### config.mk
export PLATFORM = sky130hd
export DESIGN_NAME = ctrl_issue_stage_flat
export DESIGN_NICKNAME = d
export VERILOG_FILES = /design/src/rtl/ctrl_issue_stage_pkg.sv /design/src/rtl/ctrl_issue_stage_if.sv /design/src/rtl/ctrl_issue_stage_ctrl_decoder.sv /design/src/rtl/ctrl_issue_stage.sv /design/src/flat_wrapper.sv
export SDC_FILE = /design/constraint.sdc
export NUM_CORES = 1
export LEC_CHECK = 0
export BUFFER_PORTS_ARGS = -buffer_cell sky130_fd_sc_hd__buf_2
export CAP_MARGIN = 25
export CORE_MARGIN = 2
export CORE_UTILIZATION = 45
export DETAILED_ROUTE_END_ITERATION = 8
export GPL_TIMING_DRIVEN = 0
export PLACE_DENSITY = 0.75
export SYNTH_ARGS = -nofsm -noshare
export SYNTH_HDL_FRONTEND = slang
export SYNTH_SLANG_ARGS = --single-unit
export TNS_END_PERCENT = 50
### constraint.sdc
create_clock -name clk -period 2.5 [get_ports clk]
set_input_delay 0.375 -clock clk [delete_from_list [all_inputs] [get_ports clk]]
set_output_delay 0.375 -clock clk [all_outputs]
set_load 0.005 [all_outputs]
### src/rtl/ctrl_issue_stage_pkg.sv
// Shared definitions for the control-issue slice: control word layout,
// ALU / immediate encodings, RV32I opcodes and the issue FSM states.
// Optional feature macro: CTRL_ISSUE_RVM_EN (enables M-extension decode).
package common_pkg;

    localparam int CTRL_W = 16;

    typedef enum logic [4:0] {
        ALU_ADD    = 5'd0,
        ALU_SUB    = 5'd1,
        ALU_SLL    = 5'd2,
        ALU_SLT    = 5'd3,
        ALU_SLTU   = 5'd4,
        ALU_XOR    = 5'd5,
        ALU_SRL    = 5'd6,
        ALU_SRA    = 5'd7,
        ALU_OR     = 5'd8,
        ALU_AND    = 5'd9,
        ALU_PASSB  = 5'd10,
        ALU_MUL    = 5'd16,
        ALU_MULH   = 5'd17,
        ALU_MULHSU = 5'd18,
        ALU_MULHU  = 5'd19,
        ALU_DIV    = 5'd20,
        ALU_DIVU   = 5'd21,
        ALU_REM    = 5'd22,
        ALU_REMU   = 5'd23
    } alu_op_e;

    typedef enum logic [2:0] {
        IMM_NONE = 3'd0,
        IMM_I    = 3'd1,
        IMM_S    = 3'd2,
        IMM_B    = 3'd3,
        IMM_U    = 3'd4,
        IMM_J    = 3'd5
    } imm_type_e;

    // Packed MSB first: illegal is bit 15, alu_op occupies bits 4:0.
    typedef struct packed {
        logic      illegal;
        logic      jump;
        logic      branch;
        logic      mem_to_reg;
        logic      reg_write;
        logic      mem_write;
        logic      mem_read;
        imm_type_e imm_type;
        logic      alu_src;
        alu_op_e   alu_op;
    } control_t;

    localparam control_t CTRL_NOP = '0;

    localparam logic [6:0] OPC_LUI    = 7'b0110111;
    localparam logic [6:0] OPC_AUIPC  = 7'b0010111;
    localparam logic [6:0] OPC_JAL    = 7'b1101111;
    localparam logic [6:0] OPC_JALR   = 7'b1100111;
    localparam logic [6:0] OPC_BRANCH = 7'b1100011;
    localparam logic [6:0] OPC_LOAD   = 7'b0000011;
    localparam logic [6:0] OPC_STORE  = 7'b0100011;
    localparam logic [6:0] OPC_OPIMM  = 7'b0010011;
    localparam logic [6:0] OPC_OP     = 7'b0110011;
    localparam logic [6:0] OPC_FENCE  = 7'b0001111;
    localparam logic [6:0] OPC_SYSTEM = 7'b1110011;

    typedef enum logic [1:0] {
        ST_RUN    = 2'd0,
        ST_BUBBLE = 2'd1,
        ST_HALT   = 2'd2
    } issue_state_e;

    // Base-ISA ALU operation selected by funct3; alt picks SUB/SRA.
    function automatic alu_op_e alu_op_from_f3(input logic [2:0] f3, input logic alt);
        case (f3)
            3'b000:  return alt ? ALU_SUB : ALU_ADD;
            3'b001:  return ALU_SLL;
            3'b010:  return ALU_SLT;
            3'b011:  return ALU_SLTU;
            3'b100:  return ALU_XOR;
            3'b101:  return alt ? ALU_SRA : ALU_SRL;
            3'b110:  return ALU_OR;
            default: return ALU_AND;
        endcase
    endfunction

endpackage

### src/rtl/ctrl_issue_stage_if.sv
// Handshake bundles around the issue stage: instruction input from fetch
// and control-word output to the execute stage.
//
// Both channels use strict valid/ready: a transfer happens on a rising clock
// edge where valid && ready are both 1; once valid is raised, the sender holds
// valid and its payload stable until that transfer; ready may depend on valid.
interface ctrl_issue_instr_if;
    logic        instr_valid;
    logic [31:0] instr;
    logic        instr_ready;

    modport master (output instr_valid, output instr, input instr_ready);
    modport slave  (input instr_valid, input instr, output instr_ready);
endinterface

interface ctrl_issue_ctrl_if;
    import common_pkg::*;

    logic              ctrl_valid;
    logic              ctrl_ready;
    logic [CTRL_W-1:0] control_out;
    logic [4:0]        rd_out;

    modport master (output ctrl_valid, output control_out, output rd_out, input ctrl_ready);
    modport slave  (input ctrl_valid, input control_out, input rd_out, output ctrl_ready);
endinterface

### src/rtl/ctrl_issue_stage_ctrl_decoder.sv
// Combinational RV32I decoder: instruction word to control word, register
// indices and source-use flags. Illegal encodings yield a word with only the
// illegal bit set. With CTRL_ISSUE_RVM_EN defined, OP with funct7=0000001
// decodes to the M-extension ALU codes; otherwise it is illegal.
module ctrl_decoder
    import common_pkg::*;
(
    input  logic [31:0] instr,
    output control_t    ctrl,
    output logic [4:0]  rs1,
    output logic [4:0]  rs2,
    output logic [4:0]  rd,
    output logic        rs1_used,
    output logic        rs2_used
);

    logic [6:0] opcode;
    logic [2:0] f3;
    logic [6:0] f7;
    logic [4:0] rd_field;
    logic       illegal;

    assign opcode   = instr[6:0];
    assign f3       = instr[14:12];
    assign f7       = instr[31:25];
    assign rd_field = instr[11:7];
    assign rs1      = instr[19:15];
    assign rs2      = instr[24:20];

    // Opcode/funct decode into control fields, then x0 and illegal cleanup.
    always_comb begin
        ctrl     = CTRL_NOP;
        rs1_used = 1'b0;
        rs2_used = 1'b0;
        illegal  = 1'b0;
        rd       = 5'd0;
        case (opcode)
            OPC_LUI: begin
                ctrl.reg_write = 1'b1;
                ctrl.imm_type  = IMM_U;
                ctrl.alu_src   = 1'b1;
                ctrl.alu_op    = ALU_PASSB;
            end
            OPC_AUIPC: begin
                ctrl.reg_write = 1'b1;
                ctrl.imm_type  = IMM_U;
                ctrl.alu_src   = 1'b1;
                ctrl.alu_op    = ALU_ADD;
            end
            OPC_JAL: begin
                ctrl.jump      = 1'b1;
                ctrl.reg_write = 1'b1;
                ctrl.imm_type  = IMM_J;
                ctrl.alu_op    = ALU_ADD;
            end
            OPC_JALR: begin
                illegal        = (f3 != 3'b000);
                ctrl.jump      = 1'b1;
                ctrl.reg_write = 1'b1;
                ctrl.imm_type  = IMM_I;
                ctrl.alu_src   = 1'b1;
                ctrl.alu_op    = ALU_ADD;
                rs1_used       = 1'b1;
            end
            OPC_BRANCH: begin
                ctrl.branch   = 1'b1;
                ctrl.imm_type = IMM_B;
                rs1_used      = 1'b1;
                rs2_used      = 1'b1;
                case (f3)
                    3'b000, 3'b001: ctrl.alu_op = ALU_SUB;
                    3'b100, 3'b101: ctrl.alu_op = ALU_SLT;
                    3'b110, 3'b111: ctrl.alu_op = ALU_SLTU;
                    default:        illegal     = 1'b1;
                endcase
            end
            OPC_LOAD: begin
                illegal         = !(f3 == 3'b000 || f3 == 3'b001 || f3 == 3'b010 ||
                                    f3 == 3'b100 || f3 == 3'b101);
                ctrl.mem_read   = 1'b1;
                ctrl.reg_write  = 1'b1;
                ctrl.mem_to_reg = 1'b1;
                ctrl.imm_type   = IMM_I;
                ctrl.alu_src    = 1'b1;
                ctrl.alu_op     = ALU_ADD;
                rs1_used        = 1'b1;
            end
            OPC_STORE: begin
                illegal        = (f3 > 3'b010);
                ctrl.mem_write = 1'b1;
                ctrl.imm_type  = IMM_S;
                ctrl.alu_src   = 1'b1;
                ctrl.alu_op    = ALU_ADD;
                rs1_used       = 1'b1;
                rs2_used       = 1'b1;
            end
            OPC_OPIMM: begin
                ctrl.reg_write = 1'b1;
                ctrl.imm_type  = IMM_I;
                ctrl.alu_src   = 1'b1;
                rs1_used       = 1'b1;
                if (f3 == 3'b001) begin
                    illegal     = (f7 != 7'b0000000);
                    ctrl.alu_op = ALU_SLL;
                end else if (f3 == 3'b101) begin
                    illegal     = (f7 != 7'b0000000) && (f7 != 7'b0100000);
                    ctrl.alu_op = f7[5] ? ALU_SRA : ALU_SRL;
                end else begin
                    ctrl.alu_op = alu_op_from_f3(f3, 1'b0);
                end
            end
            OPC_OP: begin
                ctrl.reg_write = 1'b1;
                rs1_used       = 1'b1;
                rs2_used       = 1'b1;
                if (f7 == 7'b0000000) begin
                    ctrl.alu_op = alu_op_from_f3(f3, 1'b0);
                end else if (f7 == 7'b0100000 && (f3 == 3'b000 || f3 == 3'b101)) begin
                    ctrl.alu_op = alu_op_from_f3(f3, 1'b1);
`ifdef CTRL_ISSUE_RVM_EN
                end else if (f7 == 7'b0000001) begin
                    // MUL..REMU map onto 16 + funct3.
                    ctrl.alu_op = alu_op_e'({2'b10, f3});
`endif
                end else begin
                    illegal = 1'b1;
                end
            end
            OPC_FENCE, OPC_SYSTEM: begin
                // No register or memory effect at this stage.
                ctrl = CTRL_NOP;
            end
            default: illegal = 1'b1;
        endcase

        // Writes to x0 are discarded; rd is only reported for real writes.
        if (rd_field == 5'd0) begin
            ctrl.reg_write = 1'b0;
        end
        if (ctrl.reg_write) begin
            rd = rd_field;
        end

        if (illegal) begin
            ctrl         = CTRL_NOP;
            ctrl.illegal = 1'b1;
            rd           = 5'd0;
            rs1_used     = 1'b0;
            rs2_used     = 1'b0;
        end
    end

endmodule

### src/rtl/ctrl_issue_stage.sv
// Issue stage: decodes fetched RV32I instructions and holds the control word
// in a handshaken output register. Inserts a one-cycle NOP bubble on a
// load-use hazard and halts issue after an illegal opcode until flush_i.
// Optional feature macro: CTRL_ISSUE_RVM_EN (handled in ctrl_decoder).
module ctrl_issue_stage
    import common_pkg::control_t, common_pkg::issue_state_e, common_pkg::CTRL_NOP,
           common_pkg::ST_RUN, common_pkg::ST_BUBBLE, common_pkg::ST_HALT;
#(
    parameter int CTRL_W          = 16,
    parameter bit RESET_PC_BUBBLE = 1'b1
) (
    input  logic                clk,
    input  logic                rst,
    input  logic                flush_i,
    ctrl_issue_instr_if.slave   in_if,
    ctrl_issue_ctrl_if.master   out_if,
    output logic                illegal_instr,
    output issue_state_e        dbg_state
);

    // The control word layout is fixed by the package.
    if (CTRL_W != common_pkg::CTRL_W) begin : g_ctrl_w_check
        $error("ctrl_issue_stage: CTRL_W must equal common_pkg::CTRL_W");
    end

    control_t     dec_ctrl;
    logic [4:0]   dec_rs1, dec_rs2, dec_rd;
    logic         dec_rs1_used, dec_rs2_used;

    issue_state_e state_q, state_d;
    logic         ctrl_valid_q, ctrl_valid_d;
    control_t     control_q, control_d;
    logic [4:0]   rd_q, rd_d;
    logic         illegal_q, illegal_d;

    logic         hazard;
    logic         out_free;
    logic         instr_ready;
    logic         accept;

    ctrl_decoder u_dec (
        .instr    (in_if.instr),
        .ctrl     (dec_ctrl),
        .rs1      (dec_rs1),
        .rs2      (dec_rs2),
        .rd       (dec_rd),
        .rs1_used (dec_rs1_used),
        .rs2_used (dec_rs2_used)
    );

    // Load-use hazard against the word currently held in the output register.
    always_comb begin
        hazard = ctrl_valid_q && control_q.mem_read && (rd_q != 5'd0) &&
                 ((dec_rs1_used && (dec_rs1 == rd_q)) ||
                  (dec_rs2_used && (dec_rs2 == rd_q)));
    end

    assign out_free    = !ctrl_valid_q || out_if.ctrl_ready;
    assign instr_ready = (state_q == ST_RUN) && !hazard && out_free && !flush_i;
    assign accept      = in_if.instr_valid && instr_ready;

    // Next-state for FSM, output register and sticky illegal flag.
    always_comb begin
        state_d      = state_q;
        ctrl_valid_d = ctrl_valid_q;
        control_d    = control_q;
        rd_d         = rd_q;
        illegal_d    = illegal_q;
        if (flush_i) begin
            state_d      = ST_RUN;
            ctrl_valid_d = 1'b0;
            control_d    = CTRL_NOP;
            rd_d         = 5'd0;
            illegal_d    = 1'b0;
        end else begin
            case (state_q)
                ST_RUN: begin
                    if (accept) begin
                        ctrl_valid_d = 1'b1;
                        control_d    = dec_ctrl;
                        rd_d         = dec_rd;
                        if (dec_ctrl.illegal) begin
                            illegal_d = 1'b1;
                            state_d   = ST_HALT;
                        end
                    end else if (in_if.instr_valid && hazard && out_free) begin
                        ctrl_valid_d = 1'b1;
                        control_d    = CTRL_NOP;
                        rd_d         = 5'd0;
                        state_d      = ST_BUBBLE;
                    end else if (out_if.ctrl_ready) begin
                        ctrl_valid_d = 1'b0;
                    end
                end
                ST_BUBBLE: begin
                    state_d = ST_RUN;
                    if (out_if.ctrl_ready) begin
                        ctrl_valid_d = 1'b0;
                    end
                end
                default: begin
                    if (out_if.ctrl_ready) begin
                        ctrl_valid_d = 1'b0;
                    end
                end
            endcase
        end
    end

    // State and output registers; reset discards any in-flight word.
    always_ff @(posedge clk or posedge rst) begin
        if (rst) begin
            state_q      <= ST_RUN;
            ctrl_valid_q <= RESET_PC_BUBBLE;
            control_q    <= CTRL_NOP;
            rd_q         <= 5'd0;
            illegal_q    <= 1'b0;
        end else begin
            state_q      <= state_d;
            ctrl_valid_q <= ctrl_valid_d;
            control_q    <= control_d;
            rd_q         <= rd_d;
            illegal_q    <= illegal_d;
        end
    end

    assign in_if.instr_ready  = instr_ready;
    assign out_if.ctrl_valid  = ctrl_valid_q;
    assign out_if.control_out = control_q;
    assign out_if.rd_out      = rd_q;
    assign illegal_instr      = illegal_q;
    assign dbg_state          = state_q;

endmodule

### src/flat_wrapper.sv
// flat-port wrapper written by rule: the top's interface ports become plain ports
module ctrl_issue_stage_flat import common_pkg::control_t, common_pkg::issue_state_e, common_pkg::CTRL_NOP,
           common_pkg::ST_RUN, common_pkg::ST_BUBBLE, common_pkg::ST_HALT;
#(
    parameter int CTRL_W          = 16,
    parameter bit RESET_PC_BUBBLE = 1'b1
)
  (clk, rst, flush_i, illegal_instr, dbg_state, in_if_instr_valid, in_if_instr, in_if_instr_ready, out_if_ctrl_valid, out_if_control_out, out_if_rd_out, out_if_ctrl_ready);
  ctrl_issue_instr_if in_if_i ();
  ctrl_issue_ctrl_if out_if_i ();
  input  logic clk;
  input  logic rst;
  input  logic flush_i;
  output logic illegal_instr;
  output issue_state_e dbg_state;
  input wire logic [$bits(in_if_i.instr_valid)-1:0] in_if_instr_valid;
  input wire logic [$bits(in_if_i.instr)-1:0] in_if_instr;
  output wire logic [$bits(in_if_i.instr_ready)-1:0] in_if_instr_ready;
  output wire logic [$bits(out_if_i.ctrl_valid)-1:0] out_if_ctrl_valid;
  output wire logic [$bits(out_if_i.control_out)-1:0] out_if_control_out;
  output wire logic [$bits(out_if_i.rd_out)-1:0] out_if_rd_out;
  input wire logic [$bits(out_if_i.ctrl_ready)-1:0] out_if_ctrl_ready;
  assign in_if_i.instr_valid = in_if_instr_valid;
  assign in_if_i.instr = in_if_instr;
  assign in_if_instr_ready = in_if_i.instr_ready;
  assign out_if_ctrl_valid = out_if_i.ctrl_valid;
  assign out_if_control_out = out_if_i.control_out;
  assign out_if_rd_out = out_if_i.rd_out;
  assign out_if_i.ctrl_ready = out_if_ctrl_ready;
  ctrl_issue_stage #(.CTRL_W(CTRL_W), .RESET_PC_BUBBLE(RESET_PC_BUBBLE)) u_core (.clk(clk), .rst(rst), .flush_i(flush_i), .in_if(in_if_i), .out_if(out_if_i), .illegal_instr(illegal_instr), .dbg_state(dbg_state));
endmodule
Word level (Yosys, flattened, before mapping)
Index checks and enable logic that the tools add are counted.

Register bits after elaboration: 25. Input bits: 37. Output and inout bits: 26. Word-level logic and storage cells: 144.

Order comparisons: 1. Equal/unequal tests: 25. Muxes and demuxes: 53. Reduce and logical (&&, ||, !) cells: 51.

Operators with widths (count): $mux W16 (5); $pmux W4 S7 (2); $mux W5 (7); $eq A7 B6 Y1 const B (4); $eq A7 B7 Y1 const B (4); $mux W1 (26); $pmux W4 S5 (1); $pmux W5 S4 (1); $reduce_or A6 Y1 (3); $pmux W3 S5 (1); $eq A7 B5 Y1 const B (2); $logic_and A1 B1 Y1 (13); $eq A3 B3 Y1 const B (4); $mux W4 (3); $eq A5 B5 Y1 (2); $reduce_or A2 Y1 (5); $pmux W3 S3 (1); $reduce_bool A3 Y1 (3); $mux W2 (4); $ne A4 B3 Y1 const B (2); $eq A7 B2 Y1 const B (1); $eq A7 B4 Y1 const B (1); $logic_not A7 Y1 (1); $logic_or A1 B1 Y1 (7); 19 further kinds (27).

Logic depth before layout (Yosys ltp)
Gate-level depths: netlist of run 1.

Depth after elaboration: 19. Mapped depth: 8. Depth with buffers taken out: 6.

Cells and area by module
A second synthesis of run 1 with hierarchy kept.

Cells, all modules: 290. Area, all modules: 2353.5 µm².

Modules (own cells, without submodules): ctrl_issue_stage (times used 1, cells each 164, area an instance 1565.3 µm², seq. area each 626.9 µm²); ctrl_decoder (times used 1, cells each 126, area an instance 788.3 µm², seq. area each 0.0 µm²).

Least setup slack after synthesis of run 1
OpenSTA, ideal clock, no wires.

Kind: input to output. Start: input in_if_instr[6]. End: output in_if_instr_ready. Arrival: 1.626 ns. Required time: 2.125 ns. Path slack: 0.499 ns. Stages on the path: 6. Buffers on the path: 1. Cells stage by stage: buf_2 > nor3_1 > nand3_1 > nor3_1 > nor2_1 > a21oi_1.

Word-level cells in the longest chain between the ends: 11. Elaborated cells between the ends (all ways): 27. Those cells by class: 11 x eq/ne; 5 x mux; 11 x reduce/logical.

Ends and longest elaborated chain: from (decl) (line flat_wrapper.sv:17) `input wire logic [$bits(in_if_i.instr)-1:0] in_if_instr;`; $eq A7 B5 Y1, or another cell as far along (line ctrl_issue_stage_ctrl_decoder.sv:37) `case (opcode)`; $reduce_or A5 Y1 (no line), or another cell as far along; $pmux W1 S7 or $mux W1 (tied branches) (line ctrl_issue_stage_ctrl_decoder.sv:37); $mux W1 (line ctrl_issue_stage_ctrl_decoder.sv:144) `if (illegal) begin`; $logic_and A1 B1 Y1, on equally long branches (line ctrl_issue_stage.sv:54, ctrl_issue_stage.sv:55); $logic_or A1 B1 Y1 * (line ctrl_issue_stage.sv:54) `((dec_rs1_used && (dec_rs1 == rd_q)) ||`; $logic_and A1 B1 Y1 * (line ctrl_issue_stage.sv:53) `hazard = ctrl_valid_q && control_q.mem_read && (rd_q != 5'd0) &&`; $logic_not A1 Y1 * (line ctrl_issue_stage.sv:59) `assign instr_ready = (state_q == ST_RUN) && !hazard && out_free && !flush_i;`; $logic_and A1 B1 Y1 * (3 in a row) (line ctrl_issue_stage.sv:59); to (decl) (line flat_wrapper.sv:18) `output wire logic [$bits(in_if_i.instr_ready)-1:0] in_if_instr_ready;`.

Every way passes the cells marked *; elsewhere a longest branch is shown, timed or not.

Worst setup path in the final report of run 1
Ends and elaborated chain as after synthesis.

==> impl_metrics.py, run 1 <==
metrics = {
    "worst_setup_path": {
        "setup.worst_path.start": "in_if_instr[6]",
        "worstSetupPathType": "in -> out",
        "crit_slowest_cell": "nor3_2",
        "cp_cell_sequence": "buf_2 > buf_2 > nor3_1 > nand3_1 > nor3_2 > nor2_1 > a21oi_1 > buf_2",
        "r2r_cells": 6,
        "r2r-start": "u_core.out_if.ctrl_valid",
        "end_kind": "primary output",
        "r2r_slack_ns": 0.34,
        "r2r-end": "u_core.out_if.rd_out[0]",
        "crit_path_end": "in_if_instr_ready",
        "startpoint_type": "input pin",
        "crit_required_ns": 2.12,
        "cpMostUsedCell": "buf_2",
        "cp.arrival_ns": 1.93,
        "max_stage_delay_ns": 0.40,
        "crit_fanout": 10,
    },
    "yosys": {
        "synth_edf_count": 0,
        "yosysSeqAreaShare": 0.3535,
        "netlist_area_um2": 1632,
        "synth_area_leaders": "dfrtp_1 (34%), a32o_1 (6.1%), a22o_1 (4.8%), xnor2_1 (4.8%), nand2_1 (4.6%)",
        "yosys-top-cells-count": "dfrtp_1 (22), nand2_1 (20), nor2_1 (16), a21oi_1 (13), a32o_1 (10)",
        "synth_top_cell_by_area": "dfrtp_1",
        "synth.top_cell.area_share": 0.3374,
        "ys_seq_elements": 23,
        "synth_top_flop_cell": "dfrtp_1",
        "syn_area_per_cell_um2": 8.819,
        "ys_types": 46,
        "synthArstFlopShare": 1.000,
        "synth.net_count": 222,
        "ys_warn_count": 0,
        "yosysMostFrequentCell": "dfrtp_1",
        "syn_inst": 185,
    },
    "route": {
        "highest_layer": "met4",
        "m1WireLength_um": 1805,
        "routedWlPerCell_um": 13.54,
        "dr.pass1.iters": 4,
        "drt-total-wl_um": 3954,
        "drtIter0Drc": 76,
        "wl_met2_um": 1841,
        "ant_nets": 0,
        "route.vias.total": 1612,
        "drc_errors": 0,
        "drt-vias-per-instance": 5.521,
        "dr_wl_met3_um": 252,
    },
    "die": {
        "rows": 21,
        "die_y_um": 64.22,
        "die_w_um": 64.22,
        "die_area_um2": 4124,
        "coreArea_um2": 3416,
        "initial_core_util": 0.4777,
        "num_io_pins": 63,
    },
    "clock_tree": {
        "clock-sinks": 23,
        "numCtsBuffers": 3,
        "root_buffer": "clkbuf_4",
        "clock_latency_ns": 0.31,
        "cts.path.max_buffers": 2,
        "clk_pin_slew_worst_paths_ns": 0.12,
        "htreeDepth": 1,
        "post_cts_buffers": 0,
        "cts_tree": "done",
    },
    "global_routing": {
        "antenna_found_initial": 0,
        "first_global_vias": 1429,
        "grt_remaining_overflow": 0,
        "track_usage": 0.1951,
        "grt_pass1_wl_um": 6444,
        "grt_start_max_net_pins": 24,
    },
    "finish": {
        "diodes": 0,
        "final_cells": 292,
        "syn2layout_area_growth_pct": 23.01,
        "nNetsFinal": 284,
        "drive_above_1_share": 0.3211,
    },
    "placed_design": {
        "hpwl_um": 3132,
        "numPortBuffers": 57,
        "placed_cells": 288,
        "place_congestion": 0.8443,
    },
    "timing": {
        "setup_tns_ns": 0,
        "maxSlewViolCount": 0,
        "fmax_ghz": 0.4332,
        "maxSlewHeadroom": 0.4489,
        "tightest_slew_ns": 0.8258,
        "clock_skew_ns": 0.01464,
        "finalCritPeriodShare": 0.9234,
        "fin_crit_ns": 2.308,
        "rsz0062_at_grt": "no",
        "finalHoldViolations": 0,
        "setup_viol_count_final": 0,
    },
    "run_status": {
        "status": "finished clean",
    },
    "power_and_ir_drop": {
        "power_density_nw_per_um2": 353.9,
        "p_leak_nw": 0.9734,
        "peakVddDrop_uv": 214.8,
        "power_w": 0.0007103,
    },
    "job": {
        "cap_violations": 0,
    },
    "min_path": {
        "hold_class": "in -> async",
    },
}
-- cell usage in the layout (no fill, tap or decap), types with 7 or more instances in the layout --
cell type  instances
a21oi_1           13
a22o_1             9
a32o_1            10
buf_2             62
dfrtp_1           22
inv_1              9
nand2_1           20
nand3_1            8
nor2_1            16
nor3_1             8
o21ai_0            7
xnor2_1            9
-- layer usage --
metal	track usage	up-vias
li1	-	817
met1	0.2742	735
met2	0.3125	56
met3	0.02289	4
met4	0.06383	0
met5	0	-
-- flip-flops by register name, summed over array words and instances (netlist names) --
| signal | flops |
|---|---|
| u_core.out_if.ctrl_valid | 1 |
| u_core.dbg_state | 2 |
| u_core.illegal_instr | 1 |
| u_core.out_if.control_out | 14 |
| u_core.out_if.rd_out | 5 |
-- worst max-delay path: cells and delay by family --
kind            cells  cell delay (ns)
buf+inv             3             0.41
compound gates      1             0.14
simple gates        4             1.01
-- cells by family (layout without fill, tap and decap cells) --
group | Yosys count | count (layout) | share of synthesized area
compound gates | 57 | 57 | 0.2669
xor+xnor | 11 | 11 | 0.05905
simple gates | 72 | 72 | 0.2477
other cells | 1 | 1 | 0.002298
buf+inv | 21 | 82 | 0.07055
flops | 23 | 23 | 0.3535
-- layout make-up --
type,count,area [µm²]
clock buffers,3,22.52
multi-input cells,141,944.7
flip-flops and latches,23,576.8
repair buffers,57,285.3
fillers,337,1409
clock inverters,1,5.005
plain buffers,12,81.33
well taps,46,57.56
inverters,9,33.78
-- where the power goes --
group          switching, W  leakage (nW)  total (W)  internal (W)
sequential       0.00000464         0.315   0.000384      0.000379
combinational     0.0000963         0.641   0.000161     0.0000652
clock              0.000105        0.0177   0.000165     0.0000598
-- per-stage QoR --
stage	setup WS (ns)	cell area [µm²]	hold WS [ns]	utilization
2_1_floorplan	0.4995	1632	0.3762	-
3_3_place_gp	-0.01634	1974	0.4727	0.5780
3_5_place_dp	-0.02442	1974	0.4817	0.5780
4_1_cts	0.1855	2007	0.2259	0.5875
5_1_grt	0.07091	2007	0.2280	0.5875
6_report	0.1916	2007	0.2015	0.5875
-- worst min path at each step --
stage               cells past startpoint  slack (ns)                            end                     startpoint
floorplan                               1        0.38            u_core.dbg_state[0]                            rst
global placement                        2        0.47  u_core.out_if.control_out[15]  u_core.out_if.control_out[15]
detailed placement                      2        0.48  u_core.out_if.control_out[15]  u_core.out_if.control_out[15]
CTS                                     2        0.23        u_core.out_if.rd_out[3]                            rst
global route                            2        0.23       u_core.out_if.ctrl_valid                        flush_i
finish                                  2        0.20        u_core.out_if.rd_out[3]                            rst
-- what timing repair did --
action	CTS	global route
endpoints found under the setup margin	1	0
gates resized for setup	1	0
hold buffers	0	0
(Power assumes the default switching activity.)
==> inputs of run 2 (changes only) <==
--- a/config.mk
+++ b/config.mk
@@ -5,13 +5,15 @@
 export SDC_FILE = /design/constraint.sdc
 export NUM_CORES = 1
 export LEC_CHECK = 0
+export ABC_AREA = 1
 export BUFFER_PORTS_ARGS = -buffer_cell sky130_fd_sc_hd__buf_2
 export CAP_MARGIN = 25
 export CORE_MARGIN = 2
 export CORE_UTILIZATION = 45
 export DETAILED_ROUTE_END_ITERATION = 8
 export GPL_TIMING_DRIVEN = 0
-export PLACE_DENSITY = 0.75
+export HOLD_SLACK_MARGIN = 0.06
+export PLACE_DENSITY = 0.73
 export SYNTH_ARGS = -nofsm -noshare
 export SYNTH_HDL_FRONTEND = slang
 export SYNTH_SLANG_ARGS = --single-unit
==> impl_metrics.py, run 2 <==
metrics = {
    "run_status": {
        "status": "finished clean",
    },
    "job": {
        "cap_violations": 0,
    },
    "worst_setup_path": {
        "cpMostUsedCell": "inv_1",
        "path_depth": 12,
        "r2r-start": "u_core.out_if.ctrl_valid",
        "cp_cell_sequence": "buf_2 > inv_1 > nand2_1 > a21oi_1 > inv_1 > nor2_1 > nor2_1 > nor2_2 > nand2_2 > nand2_1 > inv_1 > buf_2",
        "end_kind": "primary output",
        "critPathTopFamily": "simple AND/OR/NAND/NOR gates",
        "r2r-end": "u_core.out_if.control_out[3]",
        "startpoint_type": "input pin",
        "crit_path_end": "in_if_instr_ready",
        "setup.worst_path.start": "in_if_instr[4]",
        "crit_required_ns": 2.12,
        "worstSetupPathType": "in -> out",
        "r2r_slack_ns": 0.47,
        "r2r_cells": 7,
        "path_buf_inv": 5,
        "max_stage_delay_ns": 0.30,
        "crit_fanout": 5,
        "crit_slowest_cell": "a21oi_1",
        "cp.arrival_ns": 1.71,
    },
    "finish": {
        "final_cells": 392,
        "nNetsFinal": 382,
        "drive_above_1_share": 0.2849,
        "diodes": 0,
        "largest_reg_flops": 14,
        "syn2layout_area_growth_pct": 22.55,
        "final_common_cell": "nand2_1",
        "fill_cells": 380,
        "mostFrequentLayoutCells": "nand2_1 (101), buf_2 (60), inv_1 (34)",
    },
    "route": {
        "drt-total-wl_um": 4347,
        "ant_nets": 0,
        "route.vias.total": 1867,
        "drtIter0Drc": 85,
        "dr.pass1.iters": 4,
        "drc_errors": 0,
        "routedWlPerCell_um": 11.09,
        "drt-vias-per-instance": 4.763,
    },
    "timing": {
        "maxSlewViolCount": 0,
        "setup_ws_ns": 0.4102,
        "rsz0062_at_grt": "no",
        "setup_tns_ns": 0,
        "finalHoldViolations": 0,
        "tightest_slew_ns": 0.8721,
        "setup_viol_count_final": 0,
        "finalCritPeriodShare": 0.8359,
        "maxSlewHeadroom": 0.4180,
        "fin_crit_ns": 2.090,
        "clock_skew_ns": 0.003882,
        "fmax_ghz": 0.4785,
    },
    "clock_tree": {
        "htreeDepth": 1,
        "clock_latency_ns": 0.26,
        "cts.path.max_buffers": 2,
        "hold_buffers": 0,
        "post_cts_resized": 0,
        "clk_pin_slew_worst_paths_ns": 0.08,
        "cts_tree": "done",
        "numCtsBuffers": 3,
        "post_cts_buffers": 0,
        "clock-sinks": 23,
        "root_buffer": "clkbuf_8",
    },
    "yosys": {
        "synth.net_count": 317,
        "syn_inst": 280,
        "synth_top_cell_by_area": "dfrtp_1",
        "yosysSeqAreaShare": 0.3208,
        "synth_edf_count": 0,
        "synthArstFlopShare": 1.000,
        "ys_seq_elements": 23,
        "synth_top_flop_cell": "dfrtp_1",
        "yosysMostFrequentCell": "nand2_1",
        "synth_area_leaders": "dfrtp_1 (31%), nand2_1 (21%), inv_1 (7.1%), nor2_1 (6.9%), nand3_1 (6.1%)",
        "synth.top_cell.area_share": 0.3062,
        "ys_warn_count": 0,
        "yosys-top-cells-count": "nand2_1 (101), inv_1 (34), nor2_1 (33), dfrtp_1 (22), nand3_1 (22)",
        "ys_types": 32,
        "netlist_area_um2": 1798,
        "syn_area_per_cell_um2": 6.421,
    },
    "die": {
        "die_y_um": 67.21,
        "die_area_um2": 4517,
        "num_io_pins": 63,
        "initial_core_util": 0.4803,
        "die_w_um": 67.21,
        "rows": 22,
        "coreArea_um2": 3744,
    },
    "power_and_ir_drop": {
        "power_density_nw_per_um2": 381.2,
        "p_leak_nw": 1.278,
        "peakVddDrop_uv": 183.9,
    },
    "global_routing": {
        "antenna_found_initial": 0,
        "grt_remaining_overflow": 0,
        "track_usage": 0.2096,
        "grt_start_max_net_pins": 24,
        "grt_pass1_wl_um": 7307,
        "first_global_vias": 1710,
    },
    "placed_design": {
        "numPortBuffers": 60,
        "place_ws_ns": 0.4282,
        "hpwl_um": 3467,
        "place_congestion": 0.8987,
        "placed_cells": 388,
    },
    "min_path": {
        "hold_class": "in -> async",
    },
}
run 2: cells by family (layout without fill, tap and decap cells):
group | count (synthesis) | after routing | share of synthesized area
compound gates | 29 | 29 | 0.1113
other cells | 1 | 1 | 0.002086
buf+inv | 43 | 107 | 0.1030
simple gates | 179 | 179 | 0.4384
flops | 23 | 23 | 0.3208
xor+xnor | 5 | 5 | 0.02436
run 2: worst min-delay path by stage:
stage / start / to / slack [ns] / cells after the start
final: rst / u_core.out_if.rd_out[3] / 0.28 / 2
after floorplan: rst / u_core.dbg_state[0] / 0.38 / 1
after CTS: rst / u_core.out_if.rd_out[3] / 0.32 / 2
after global routing: out_if_ctrl_ready / u_core.out_if.ctrl_valid / 0.34 / 4
after global placement: u_core.out_if.control_out[1] / u_core.out_if.control_out[1] / 0.46 / 2
after detailed placement: u_core.out_if.control_out[2] / u_core.out_if.control_out[2] / 0.47 / 2
run 2: worst reg2reg max path: stages, from the launching register on:
cell      delay, ns
dfstp_2        0.55
inv_1          0.04
nor2_1         0.16
inv_1          0.09
a31oi_2        0.44
clkbuf_1       0.47
nand2_1        0.12
o21ai_2        0.09
run 2: power breakdown:
group          total (W)  switching, W  internal (W)  leakage [nW]
combinational   0.000207      0.000130     0.0000774         0.941
clock           0.000235      0.000122      0.000114        0.0228
sequential      0.000397     0.0000102      0.000387         0.314
total           0.000840      0.000261      0.000578          1.28
run 2: per-layer routing:
metal	vias to the layer above	global-route usage	share of wire
met3	7	0.03167	0.067
met5	-	0	0
met4	0	0.05357	0.014
met2	56	0.3540	0.44
met1	802	0.2805	0.47
li1	1002	-	-
run 2: final cells by class:
| type | count | area [µm²] | area share |
|---|---|---|---|
| timing repair buffer | 60 | 300.3 | 0.1363 |
| inverter | 37 | 138.9 | 0.06303 |
| tap | 48 | 60.06 | 0.02726 |
| buffer | 6 | 46.29 | 0.02101 |
| sequential | 23 | 576.8 | 0.2618 |
| multi-input combinational | 214 | 1036 | 0.4702 |
| clock buffer | 4 | 45.04 | 0.02044 |
run 2: through the flow:
step,utilization,total power [W],hold WS (ns),cell area [µm²]
after floorplan,-,0.0005293,0.3762,1798
after global placement,0.5765,0.0006109,0.4647,2158
after detailed placement,0.5765,0.0006124,0.4668,2158
after CTS,0.5886,0.0008466,0.3177,2203
after global routing,0.5886,0.0008988,0.3424,2203
final,0.5886,0.0008400,0.2777,2203
==> inputs of run 3 (changes only) <==
==> constraint.sdc (replaced) <==
create_clock -name clk -period 1.94 [get_ports clk]
set_input_delay 0.291 -clock clk [delete_from_list [all_inputs] [get_ports clk]]
set_output_delay 0.291 -clock clk [all_outputs]
set_load 0.005 [all_outputs]
==> impl_metrics.py, run 3 (synthesized netlist as in run 2, its figures left out) <==
metrics = {
    "clock_tree": {
        "root_buffer": "clkbuf_8",
        "htreeDepth": 1,
        "clk_pin_slew_worst_paths_ns": 0.08,
        "clock-sinks": 23,
        "numCtsBuffers": 3,
        "cts.path.max_buffers": 2,
        "hold_buffers": 0,
        "cts_tree": "done",
        "clock_latency_ns": 0.26,
    },
    "timing": {
        "finalCritPeriodShare": 0.9959,
        "setup_viol_count_final": 0,
        "fin_crit_ns": 1.932,
        "tightest_slew_ns": 0.8685,
        "maxSlewViolCount": 0,
        "clock_skew_ns": 0.003719,
        "maxSlewHeadroom": 0.4203,
        "whs_ns": 0.1928,
        "fmax_ghz": 0.5176,
        "rsz0062_at_grt": "yes",
        "finalHoldViolations": 0,
    },
    "route": {
        "drt-vias-per-instance": 4.808,
        "route.vias.total": 1904,
        "ant_nets": 0,
        "drt-total-wl_um": 4443,
        "routedWlPerCell_um": 11.22,
        "drc_errors": 0,
        "drtIter0Drc": 100,
        "dr.pass1.iters": 4,
    },
    "global_routing": {
        "grt_start_max_net_pins": 24,
        "grt_remaining_overflow": 0,
        "track_usage": 0.2135,
        "first_global_vias": 1736,
        "grt_pass1_wl_um": 7438,
        "antenna_found_initial": 0,
    },
    "placed_design": {
        "numPortBuffers": 60,
        "hpwl_um": 3467,
        "place_congestion": 0.8987,
        "place_area_um2": 2158,
    },
    "finish": {
        "largest_reg_flops": 14,
        "drive_above_1_share": 0.3132,
        "diodes": 0,
        "final_common_cell": "nand2_1",
        "fin_area_um2": 2261,
        "fill_cells": 368,
        "nNetsFinal": 386,
        "mostFrequentLayoutCells": "nand2_1 (101), buf_2 (60), inv_1 (34)",
        "syn2layout_area_growth_pct": 25.75,
    },
    "min_path": {
        "hold_class": "in -> async",
    },
    "run_status": {
        "status": "finished clean",
    },
    "worst_setup_path": {
        "worstSetupPathType": "reg -> out",
        "startpoint_type": "flip-flop",
        "crit_required_ns": 1.65,
        "end_kind": "primary output",
        "cp.arrival_ns": 1.64,
        "crit_fanout": 5,
    },
    "power_and_ir_drop": {
        "power_density_nw_per_um2": 483.2,
        "peakVddDrop_uv": 236.4,
        "p_leak_nw": 1.299,
    },
    "job": {
        "cap_violations": 0,
    },
    "die": {
        "num_io_pins": 63,
        "die_y_um": 67.21,
        "die_w_um": 67.21,
        "coreArea_um2": 3744,
        "initial_core_util": 0.4803,
        "rows": 22,
        "die_area_um2": 4517,
    },
}
-- run 3: critical path: stages, from the launching register on --
cell and delay [ns]:
dfrtp_1 0.42, inv_1 0.08, nand2_1 0.06, nand2_1 0.06
nor2_2 0.13, nand3_1 0.08, nor2_1 0.09, nor2_1 0.06
nor2_2 0.11, nand2_2 0.07, nand2_1 0.06, inv_1 0.03
buf_2 0.11
-- run 3: per-stage QoR --
| stage | util | worst slack, ns | cells | setup TNS [ns] | total power (W) |
|---|---|---|---|---|---|
| 2_1_floorplan | - | 0.3536 | 280 | 0 | 0.0006820 |
| 3_3_place_gp | 0.5765 | -0.06513 | 388 | -0.5384 | 0.0007872 |
| 3_5_place_dp | 0.5765 | -0.04807 | 388 | -0.3022 | 0.0007892 |
| 4_1_cts | 0.5989 | -0.01932 | 396 | -0.01932 | 0.001094 |
| 5_1_grt | 0.6039 | -0.1426 | 396 | -0.1478 | 0.001171 |
| 6_report | 0.6039 | 0.008006 | 396 | 0 | 0.001092 |
-- run 3: per-layer routing --
layer  GRT usage  wire length (µm)  part of all wire
met2      0.3626              1987              0.45
met5           0                 0                 0
met1      0.2850              2076              0.47
met4     0.05357                46             0.010
met3     0.03167               332             0.075
-- run 3: cell type report --
class	count	area, µm²	share of cell area
clock buffers	4	45.04	0.01992
flip-flops and latches	23	579.3	0.2562
well taps	48	60.06	0.02656
inverters	37	138.9	0.06143
multi-input cells	214	1060	0.4687
repair buffers	64	330.3	0.1461
plain buffers	6	47.55	0.02103
-- run 3: path summary, 6_finish.rpt --
check	endpoint	slack, ns	start	depth (start not counted)
setup / recovery	in_if_instr_ready	0.008	u_core.out_if.rd_out[1]	12
min in group clk	u_core.out_if.ctrl_valid	0.27	out_if_ctrl_ready	4
hold / removal	u_core.out_if.rd_out[3]	0.19	rst	2
hold reg to reg	u_core.out_if.control_out[1]	0.48	u_core.out_if.control_out[1]	2
max in group asynchronous	u_core.out_if.rd_out[0]	1.15	rst	2
setup reg to reg	u_core.out_if.control_out[3]	0.15	u_core.out_if.ctrl_valid	7
-- run 3: timing repair --
| action | in CTS | in global routing |
|---|---|---|
| gates resized for setup | 4 | 4 |
| pin swaps | 7 | 4 |
| buffers inserted | 4 | 0 |
| setup endpoints to repair | 11 | 11 |
-- run 3: report_power, final --
| part | switching, W | leakage (nW) | internal (W) |
|---|---|---|---|
| combinational | 0.000174 | 0.965 | 0.000104 |
| sequential | 0.0000135 | 0.311 | 0.000499 |
| clock | 0.000155 | 0.0228 | 0.000147 |
| total | 0.000343 | 1.30 | 0.000749 |
